--- src/rtl/vga_timing_pkg.sv ---
// Mode constants for the VGA timing generator: the default 640x480@72 set
// plus a tiny mode that is handy for fast simulation of whole frames.
package vga_timing_pkg;

    // 640x480@72 Hz (31.5 MHz pixel clock)
    localparam int VGA_H_ACTIVE = 640;
    localparam int VGA_H_FP     = 24;
    localparam int VGA_H_SYNC   = 40;
    localparam int VGA_H_BP     = 128;
    localparam int VGA_V_ACTIVE = 480;
    localparam int VGA_V_FP     = 9;
    localparam int VGA_V_SYNC   = 3;
    localparam int VGA_V_BP     = 28;
    localparam bit VGA_HS_POL   = 1'b0;
    localparam bit VGA_VS_POL   = 1'b0;
    localparam int VGA_CW       = 10;

    // Tiny mode: 14 clocks per line, 7 lines per frame
    localparam int SMALL_H_ACTIVE = 8;
    localparam int SMALL_H_FP     = 2;
    localparam int SMALL_H_SYNC   = 2;
    localparam int SMALL_H_BP     = 2;
    localparam int SMALL_V_ACTIVE = 4;
    localparam int SMALL_V_FP     = 1;
    localparam int SMALL_V_SYNC   = 1;
    localparam int SMALL_V_BP     = 1;

    // Total length of one axis: blanking (fp + sync + bp) followed by active
    function automatic int axis_total(input int active, input int fp,
                                      input int sync, input int bp);
        return fp + sync + bp + active;
    endfunction

endpackage

--- src/rtl/vga_axis_counter.sv ---
// One timing axis: a modulo-TOTAL counter advanced by a carry-in enable.
// wrap is combinational and only asserted when the counter is about to
// roll over on this edge, so it can be chained as the next axis carry-in.
module vga_axis_counter #(
    parameter int CW    = 10,
    parameter int TOTAL = 800
) (
    input  logic          px_clk,
    input  logic          reset,
    input  logic          cin,
    output logic [CW-1:0] count,
    output logic          wrap
);

    localparam logic [CW-1:0] LAST = CW'(TOTAL - 1);

    assign wrap = cin && (count == LAST);

    // Count on carry-in, roll over to zero after the last position
    always_ff @(posedge px_clk) begin
        if (reset) begin
            count <= '0;
        end else if (cin) begin
            count <= wrap ? '0 : count + CW'(1);
        end
    end

endmodule

--- src/rtl/vga_timing_gen.sv ---
// VGA timing generator. Raw counters hc/vc run front porch, sync, back
// porch, then active. Every other output is a registered decode of the
// pre-edge counters, so they all share one enabled cycle of latency.
module vga_timing_gen
    import vga_timing_pkg::*;
#(
    parameter int H_ACTIVE   = VGA_H_ACTIVE,
    parameter int H_FP       = VGA_H_FP,
    parameter int H_SYNC     = VGA_H_SYNC,
    parameter int H_BP       = VGA_H_BP,
    parameter int V_ACTIVE   = VGA_V_ACTIVE,
    parameter int V_FP       = VGA_V_FP,
    parameter int V_SYNC     = VGA_V_SYNC,
    parameter int V_BP       = VGA_V_BP,
    parameter bit HS_POL     = VGA_HS_POL,
    parameter bit VS_POL     = VGA_VS_POL,
    parameter int CW         = VGA_CW,
    parameter int SCALE_LOG2 = 0
) (
    input  logic          px_clk,
    input  logic          reset,
    input  logic          pix_en,
    output logic          hsync,
    output logic          vsync,
    output logic          activevideo,
    output logic [CW-1:0] hc,
    output logic [CW-1:0] vc,
    output logic [CW-1:0] x_px,
    output logic [CW-1:0] y_px,
    output logic          line_start,
    output logic          frame_start
);

    localparam int H_BLANK = H_FP + H_SYNC + H_BP;
    localparam int H_TOTAL = axis_total(H_ACTIVE, H_FP, H_SYNC, H_BP);
    localparam int V_BLANK = V_FP + V_SYNC + V_BP;
    localparam int V_TOTAL = axis_total(V_ACTIVE, V_FP, V_SYNC, V_BP);

    // Parameter sanity: counters must hold a full axis, no empty region
    if (H_TOTAL > 2 ** CW || V_TOTAL > 2 ** CW) begin : g_bad_width
        $error("vga_timing_gen: H_TOTAL/V_TOTAL does not fit in CW bits");
    end
    if (H_ACTIVE == 0 || H_FP == 0 || H_SYNC == 0 || H_BP == 0 ||
        V_ACTIVE == 0 || V_FP == 0 || V_SYNC == 0 || V_BP == 0) begin : g_bad_zero
        $error("vga_timing_gen: porch/sync/active lengths must be non-zero");
    end
    if (SCALE_LOG2 < 0 || SCALE_LOG2 > 3) begin : g_bad_scale
        $error("vga_timing_gen: SCALE_LOG2 must be 0..3");
    end

    localparam logic [CW-1:0] HS_START = CW'(H_FP);
    localparam logic [CW-1:0] HS_END   = CW'(H_FP + H_SYNC);
    localparam logic [CW-1:0] HB_END   = CW'(H_BLANK);
    localparam logic [CW-1:0] VS_START = CW'(V_FP);
    localparam logic [CW-1:0] VS_END   = CW'(V_FP + V_SYNC);
    localparam logic [CW-1:0] VB_END   = CW'(V_BLANK);

    logic h_wrap;
    logic v_wrap;

    vga_axis_counter #(.CW(CW), .TOTAL(H_TOTAL)) u_h_axis (
        .px_clk (px_clk),
        .reset  (reset),
        .cin    (pix_en),
        .count  (hc),
        .wrap   (h_wrap)
    );

    vga_axis_counter #(.CW(CW), .TOTAL(V_TOTAL)) u_v_axis (
        .px_clk (px_clk),
        .reset  (reset),
        .cin    (h_wrap),
        .count  (vc),
        .wrap   (v_wrap)
    );

    logic          h_in_sync;
    logic          v_in_sync;
    logic          in_active;
    logic [CW-1:0] x_raw;
    logic [CW-1:0] y_raw;

    assign h_in_sync = (hc >= HS_START) && (hc < HS_END);
    assign v_in_sync = (vc >= VS_START) && (vc < VS_END);
    assign in_active = (hc >= HB_END) && (vc >= VB_END);
    assign x_raw     = hc - HB_END;
    assign y_raw     = vc - VB_END;

    // Register the decode of the pre-edge counters; hold when not enabled.
    // Strobes are cleared on any non-enabled edge so they stay one cycle wide.
    always_ff @(posedge px_clk) begin
        if (reset) begin
            hsync       <= ~HS_POL;
            vsync       <= ~VS_POL;
            activevideo <= 1'b0;
            x_px        <= '0;
            y_px        <= '0;
            line_start  <= 1'b0;
            frame_start <= 1'b0;
        end else if (pix_en) begin
            hsync       <= h_in_sync ? HS_POL : ~HS_POL;
            vsync       <= v_in_sync ? VS_POL : ~VS_POL;
            activevideo <= in_active;
            if (in_active) begin
                x_px <= x_raw >> SCALE_LOG2;
                y_px <= y_raw >> SCALE_LOG2;
            end
            line_start  <= h_wrap;
            frame_start <= v_wrap;
        end else begin
            line_start  <= 1'b0;
            frame_start <= 1'b0;
        end
    end

endmodule

--- config.mk ---
export PLATFORM = sky130hd
export DESIGN_NAME = vga_timing_gen
export DESIGN_NICKNAME = d
export VERILOG_FILES = /design/src/rtl/vga_timing_pkg.sv /design/src/rtl/vga_axis_counter.sv /design/src/rtl/vga_timing_gen.sv
export SDC_FILE = /design/constraint.sdc
export NUM_CORES = 1
export LEC_CHECK = 0
export CELL_PAD_IN_SITES_DETAIL_PLACEMENT = 0
export CELL_PAD_IN_SITES_GLOBAL_PLACEMENT = 1
export CORE_MARGIN = 8
export CORE_UTILIZATION = 40
export CTS_BUF_LIST = sky130_fd_sc_hd__clkbuf_16
export DETAILED_ROUTE_END_ITERATION = 7
export PLACE_DENSITY = 0.88
export SYNTH_ARGS = -nofsm -noshare
export SYNTH_HDL_FRONTEND = slang
export SYNTH_SLANG_ARGS = --single-unit
--- constraint.sdc ---
create_clock -name px_clk -period 4.1 [get_ports px_clk]
set_input_delay 0.41 -clock px_clk [delete_from_list [all_inputs] [get_ports px_clk]]
set_output_delay 0.41 -clock px_clk [all_outputs]
set_load 0.01 [all_outputs]
After elaboration in Yosys (flattened, before gate mapping). Cells that the tools add are included.

Logic and storage cells: 33. Input bits: 3. Register bits after elaboration: 45. Output and inout bits: 45.

Reductions and logical operators: 7. Bitwise gates (word level): 1. Eq/ne operators: 2. Muxes and demuxes: 4. $add $sub $neg: 4. $lt $le $gt $ge: 6.

Operators by type and width (count): adder 10 x 1 -> 10 bit, second input constant (2); equality test 10 bit, second input constant (2); 2-to-1 mux 10 bit (2); greater-or-equal comparator 10 x 4 -> 1 bit, second input constant (1); greater-or-equal comparator 10 x 5 -> 1 bit, second input constant (1); greater-or-equal comparator 10 x 6 -> 1 bit, second input constant (1); greater-or-equal comparator 10 x 8 -> 1 bit, second input constant (1); less-than comparator 10 x 4 -> 1 bit, second input constant (1); less-than comparator 10 x 7 -> 1 bit, second input constant (1); subtractor 10 x 6 -> 10 bit, second input constant (1); subtractor 10 x 8 -> 10 bit, second input constant (1); logical AND 1 bit (5); 2-to-1 mux 1 bit (2); AND reduction 2 bit (1); OR reduction 2 bit (1); inverter 1 bit (1).

Depth between registers and ports, before layout.
Word-level depth: 4. Mapped depth: 8.

By module. Synthesis repeated with hierarchy kept, for this count alone.

Cell total of the unflattened synthesis: 215. Area, all modules: 2099.5 µm².

By module, submodules not included: vga_timing_gen (cells an instance 112, area an instance 1133.6 µm², seq. area each 500.5 µm², times used 1); vga_axis_counter at u_v_axis (cells an instance 52, area an instance 485.5 µm², seq. area each 200.2 µm², times used 1); vga_axis_counter at u_h_axis (cells an instance 51, area an instance 480.5 µm², seq. area each 200.2 µm², times used 1).

Least setup slack after synthesis. Ideal clock, no wire load.

Path kind: register to register. Start point: register u_h_axis.count[6]. End point: register u_v_axis.count[8]. Slack: 2.069 ns. Buffers on the path: 0. Arrival: 1.963 ns. Setup time: 0.068 ns. Period minus slack after synthesis: 2.031 ns. Cell stages (with the launch flop): 7. Path through: dfxtp_1 > inv_1 > ha_1 > nand4_2 > or4_4 > or4_4 > a21oi_2.

Word-level cells in the longest chain between the ends: 4.

RTL lines: start, declared (RTL line vga_axis_counter.sv:11) `output logic [CW-1:0] count,`; start signal, assigned (RTL line vga_axis_counter.sv:24) `count <= wrap ? '0 : count + CW'(1);`; equality test 10 bit (*) (RTL line vga_axis_counter.sv:17) `assign wrap = cin && (count == LAST);`; logical AND 1 bit (*) (RTL line vga_axis_counter.sv:17); logical AND 1 bit (RTL line vga_axis_counter.sv:17); 2-to-1 mux 10 bit (RTL line vga_axis_counter.sv:24); end signal, assigned (RTL line vga_axis_counter.sv:24); end, declared (RTL line vga_axis_counter.sv:11).

Mark *: on every way between the ends. The rest lies on a longest branch, timed or not. A chain may end at the register's enable or synchronous reset.

Final worst setup path.
Start point: input port pix_en. End point: register y_px[2].

Word-level cells in the longest chain between the ends: 1.

RTL lines: start, declared (RTL line vga_timing_gen.sv:22) `input logic pix_en,`; AND reduction 2 bit (no line); end signal, assigned (RTL line vga_timing_gen.sv:106) `y_px <= y_raw >> SCALE_LOG2;`; end, declared (RTL line vga_timing_gen.sv:29) `output logic [CW-1:0] y_px,`.

No other way between the ends.

==> results.py <==
metrics = {
    "clock_tree": {
        "cts.clk_slew.worst_paths_ns": 0.06,
        "clk_path_buf_depth": 2,
        "cts-root-buf": "clkbuf_16",
        "clk_latency_ns": 0.28,
        "htree_levels": 2,
        "cts_buffers": 5,
        "ctsHoldBuffers": 0,
        "cts_sinks": 45,
        "cts_resized": 0,
        "cts_tree": "built",
        "post_cts_buffers": 0,
    },
    "global_route": {
        "grt_max_degree": 19,
        "track_usage_pct": 13.39,
        "antenna_found_initial": 0,
        "grt-ovfl-total": 0,
        "grt_pass1_wl_mm": 8.266,
        "grt_pass1_vias": 1632,
    },
    "synthesis": {
        "synth_edf_count": 0,
        "syn_nets": 259,
        "syn_area_mm2": 0.002166,
        "synth_xor_xnor_area_share_pct": 7.683,
        "synthSimpleGateAreaFrac_pct": 22.01,
        "ys.flop_type": "dfxtp_1",
        "synth_cell_type_count": 35,
        "ys_seq_area_share_pct": 41.59,
        "ys_async_sr_fraction_pct": 0,
        "synth_fa_ha_area_share_pct": 6.355,
        "synth_compound_area_share_pct": 7.857,
        "synthMuxAreaShare_pct": 6.470,
        "yosys_warnings": 0,
        "synth-seq-cells": 45,
        "syn_avg_cell_area_um2": 8.840,
        "synth_top_family_by_area": "simple AND/OR/NAND/NOR gates",
        "synthCells": 245,
    },
    "die": {
        "boundaryPins": 48,
        "coreArea_mm2": 0.005172,
        "fp.dieArea_mm2": 0.008025,
        "die_x_um": 89.59,
        "fp-row-count": 26,
        "start_util_pct": 41.87,
        "die_h_um": 89.59,
    },
    "power": {
        "power.switching_w": 0.0001835,
        "p_comb_share_pct": 2.4,
        "pwr-share-seq_pct": 45.2,
        "p_per_area_mw_per_mm2": 348.5,
        "p_leak_nw": 0.9599,
        "ir_drop_v": 0.0002704,
        "swShare_pct": 18.73,
        "p_int_w": 0.0007958,
        "pwr-share-clk_pct": 52.4,
    },
    "worst_setup_path": {
        "cp_num_buf_inv": 3,
        "critPathCaptureType": "flip-flop",
        "crit_path_max_incr_delay_ns": 0.66,
        "cp_slowest_cell": "clkdlybuf4s50_1",
        "rr_startpoint": "u_v_axis.count[5]",
        "critPathArrivalTime_ns": 2.62,
        "start_kind": "input pin",
        "required_ns": 4.25,
        "cp_top_family": "buffers and inverters",
        "worstPathCellList": "clkdlybuf4s50_1, inv_1, a311oi_4, buf_4, mux2i_1, nor2_1",
        "worstSetupPathType": "input pin to flip-flop",
        "startpoint": "pix_en",
        "crit_fanout": 18,
    },
    "cells_and_area": {
        "finish.net_count": 290,
        "fill_cells": 473,
        "layout-drive-gt1-share_pct": 6.137,
        "seqCellArea_um2": 900.9,
        "area_delta_synth_final_pct": 29.75,
        "num_antenna_cells": 0,
        "multi_input_area_mm2": 0.001109,
        "finalCoreUtilization_pct": 54.33,
    },
    "sta": {
        "worst_clock_skew_ns": 0.005208,
        "fin_setup_tns_ns": 0,
        "slew_violations": 0,
        "rsz0062_at_grt": "no",
        "whs_ns": 0.4954,
        "finalSetupViolCount": 0,
        "finalCriticalPeriod_ns": 2.463,
        "maxSlewHeadroom_pct": 49.80,
        "fmax_ghz": 0.4059,
        "hold_viol": 0,
        "tightest_slew_ns": 0.7451,
        "min_period_over_period_pct": 60.08,
        "worst_slack_ns": 1.637,
    },
    "placed_design": {
        "dp_slack_ns": 1.338,
        "dp_hpwl_mm": 3.740,
        "gp_congestion": 0.8621,
        "port_buffers": 47,
    },
    "route": {
        "route.met2.wl_mm": 2.293,
        "drtIter0Drc": 78,
        "wire_per_inst_um": 14.54,
        "wl_met1_mm": 2.377,
        "wl_met3_um": 288,
        "dr_total_vias": 1731,
        "drc": 0,
        "routed.top_layer": "met4",
        "drtAntennaViolNets": 0,
        "routed_via_density": 4.988,
        "drtPass1Iterations": 5,
        "postRouteWirelength_mm": 5.047,
    },
    "hold_path": {
        "holdCritStartpoint": "y_px[6]",
        "hp-class": "flip-flop to flip-flop",
    },
    "run_status": {
        "status": "finished, final reports clean",
    },
    "job": {
        "drv_cap": 0,
    },
}
worst paths after layout:
| kind | slack, ns | to | cells after the start |
|---|---|---|---|
| worst min register to register | 0.50 | y_px[6] | 2 |
| worst min-delay path | 0.50 | y_px[6] | 2 |
| worst max-delay path | 1.64 | y_px[2] | 6 |
| worst max register to register | 1.67 | y_px[2] | 5 |
power by group through the flow:
stage	clock network [W]	logic (W)	registers, W
final	0.000513	0.0000233	0.000443
after global routing	0.000541	0.0000256	0.000443
after CTS	0.000525	0.0000236	0.000443
after detailed placement	0	0.0000235	0.000453
after global placement	0	0.0000229	0.000453
after floorplan	0	0.0000156	0.000452
flip-flops by register name, summed over array words and instances, names as in the netlist:
signal,cells
u_h_axis.count,10
u_v_axis.count,10
x_px,10
y_px,10
activevideo,1
frame_start,1
hsync,1
line_start,1
vsync,1
worst reg2reg max path: cells and delay by family (launching register included):
kind	cells	cell delay, ns
compound gates	2	1.10
mux	1	0.26
simple gates	1	0.05
flops	1	0.51
buf+inv	1	0.37
area by class of cell:
class                           instances  area share (%)
Multi-Input combinational cell        165           39.45
Timing Repair Buffer                   49           17.28
Clock inverter                          3           2.315
Inverter                               10           1.336
Sequential cell                        45           32.06
Tap cell                               70           3.117
Clock buffer                            5           4.452
through the flow:
step / total power, W / area, µm² / std cells
after detailed placement: 0.0004760 / 2620 / 339
after global routing: 0.001010 / 2810 / 347
final: 0.0009793 / 2810 / 347
after CTS: 0.0009907 / 2810 / 347
after global placement: 0.0004755 / 2620 / 339
after floorplan: 0.0004671 / 2166 / 245
cell families after synthesis:
group                      count (synthesis)
adders and majority gates                 11
DFF                                       45
xor gates and xnor gates                  19
AOI/OAI and AO/OA                         27
muxes                                     14
and+or+nand+nor                           94
buffers and inverters                     35
layout by cell type (no fill, tap or decap), drive strengths merged, types with 2 or more instances in the layout:
| master | netlist | routed |
|---|---|---|
| a211oi | 6 | 6 |
| a21oi | 11 | 11 |
| and4 | 2 | 2 |
| buf | 15 | 2 |
| bufinv | 0 | 2 |
| clkbuf | 10 | 5 |
| clkdlybuf4s50 | 0 | 47 |
| dfxtp | 45 | 45 |
| ha | 11 | 11 |
| inv | 10 | 10 |
| mux2i | 14 | 14 |
| nand2 | 11 | 11 |
| nand2b | 2 | 2 |
| nand3 | 12 | 12 |
| nand4 | 7 | 7 |
| nor2 | 38 | 38 |
| nor2b | 3 | 3 |
| nor3 | 3 | 3 |
| nor4 | 8 | 8 |
| o21ai | 4 | 4 |
| o21bai | 2 | 2 |
| or3 | 4 | 4 |
| or4 | 3 | 3 |
| xnor2 | 13 | 13 |
| xor2 | 6 | 6 |
cell usage after synthesis, drive strengths merged, types with 2 or more instances:
| library cell | instances | area [µm²] |
|---|---|---|
| xor2 | 6 | 52.55 |
| nand3 | 12 | 65.06 |
| mux2i | 14 | 140.1 |
| nand2b | 2 | 12.51 |
| nor2b | 3 | 18.77 |
| nand4 | 7 | 50.05 |
| or3 | 4 | 25.02 |
| o21ai | 4 | 20.02 |
| nor2 | 38 | 142.6 |
| nand2 | 11 | 43.80 |
| buf | 15 | 97.59 |
| a21oi | 11 | 58.81 |
| dfxtp | 45 | 900.9 |
| inv | 10 | 37.54 |
| a211oi | 6 | 45.04 |
| nor3 | 3 | 15.01 |
| ha | 11 | 137.6 |
| and4 | 2 | 17.52 |
| xnor2 | 13 | 113.9 |
| o21bai | 2 | 15.01 |
| or4 | 3 | 30.03 |
| clkbuf | 10 | 38.78 |
| nor4 | 8 | 50.05 |
metal layers:
metal | vias to the layer above | track usage (%)
met5 | - | 0
met4 | 0 | 5.740
met3 | 7 | 3.549
met2 | 42 | 20.92
met1 | 795 | 16.90
li1 | 887 | -
Note: power is estimated with default switching activity, not from simulation.
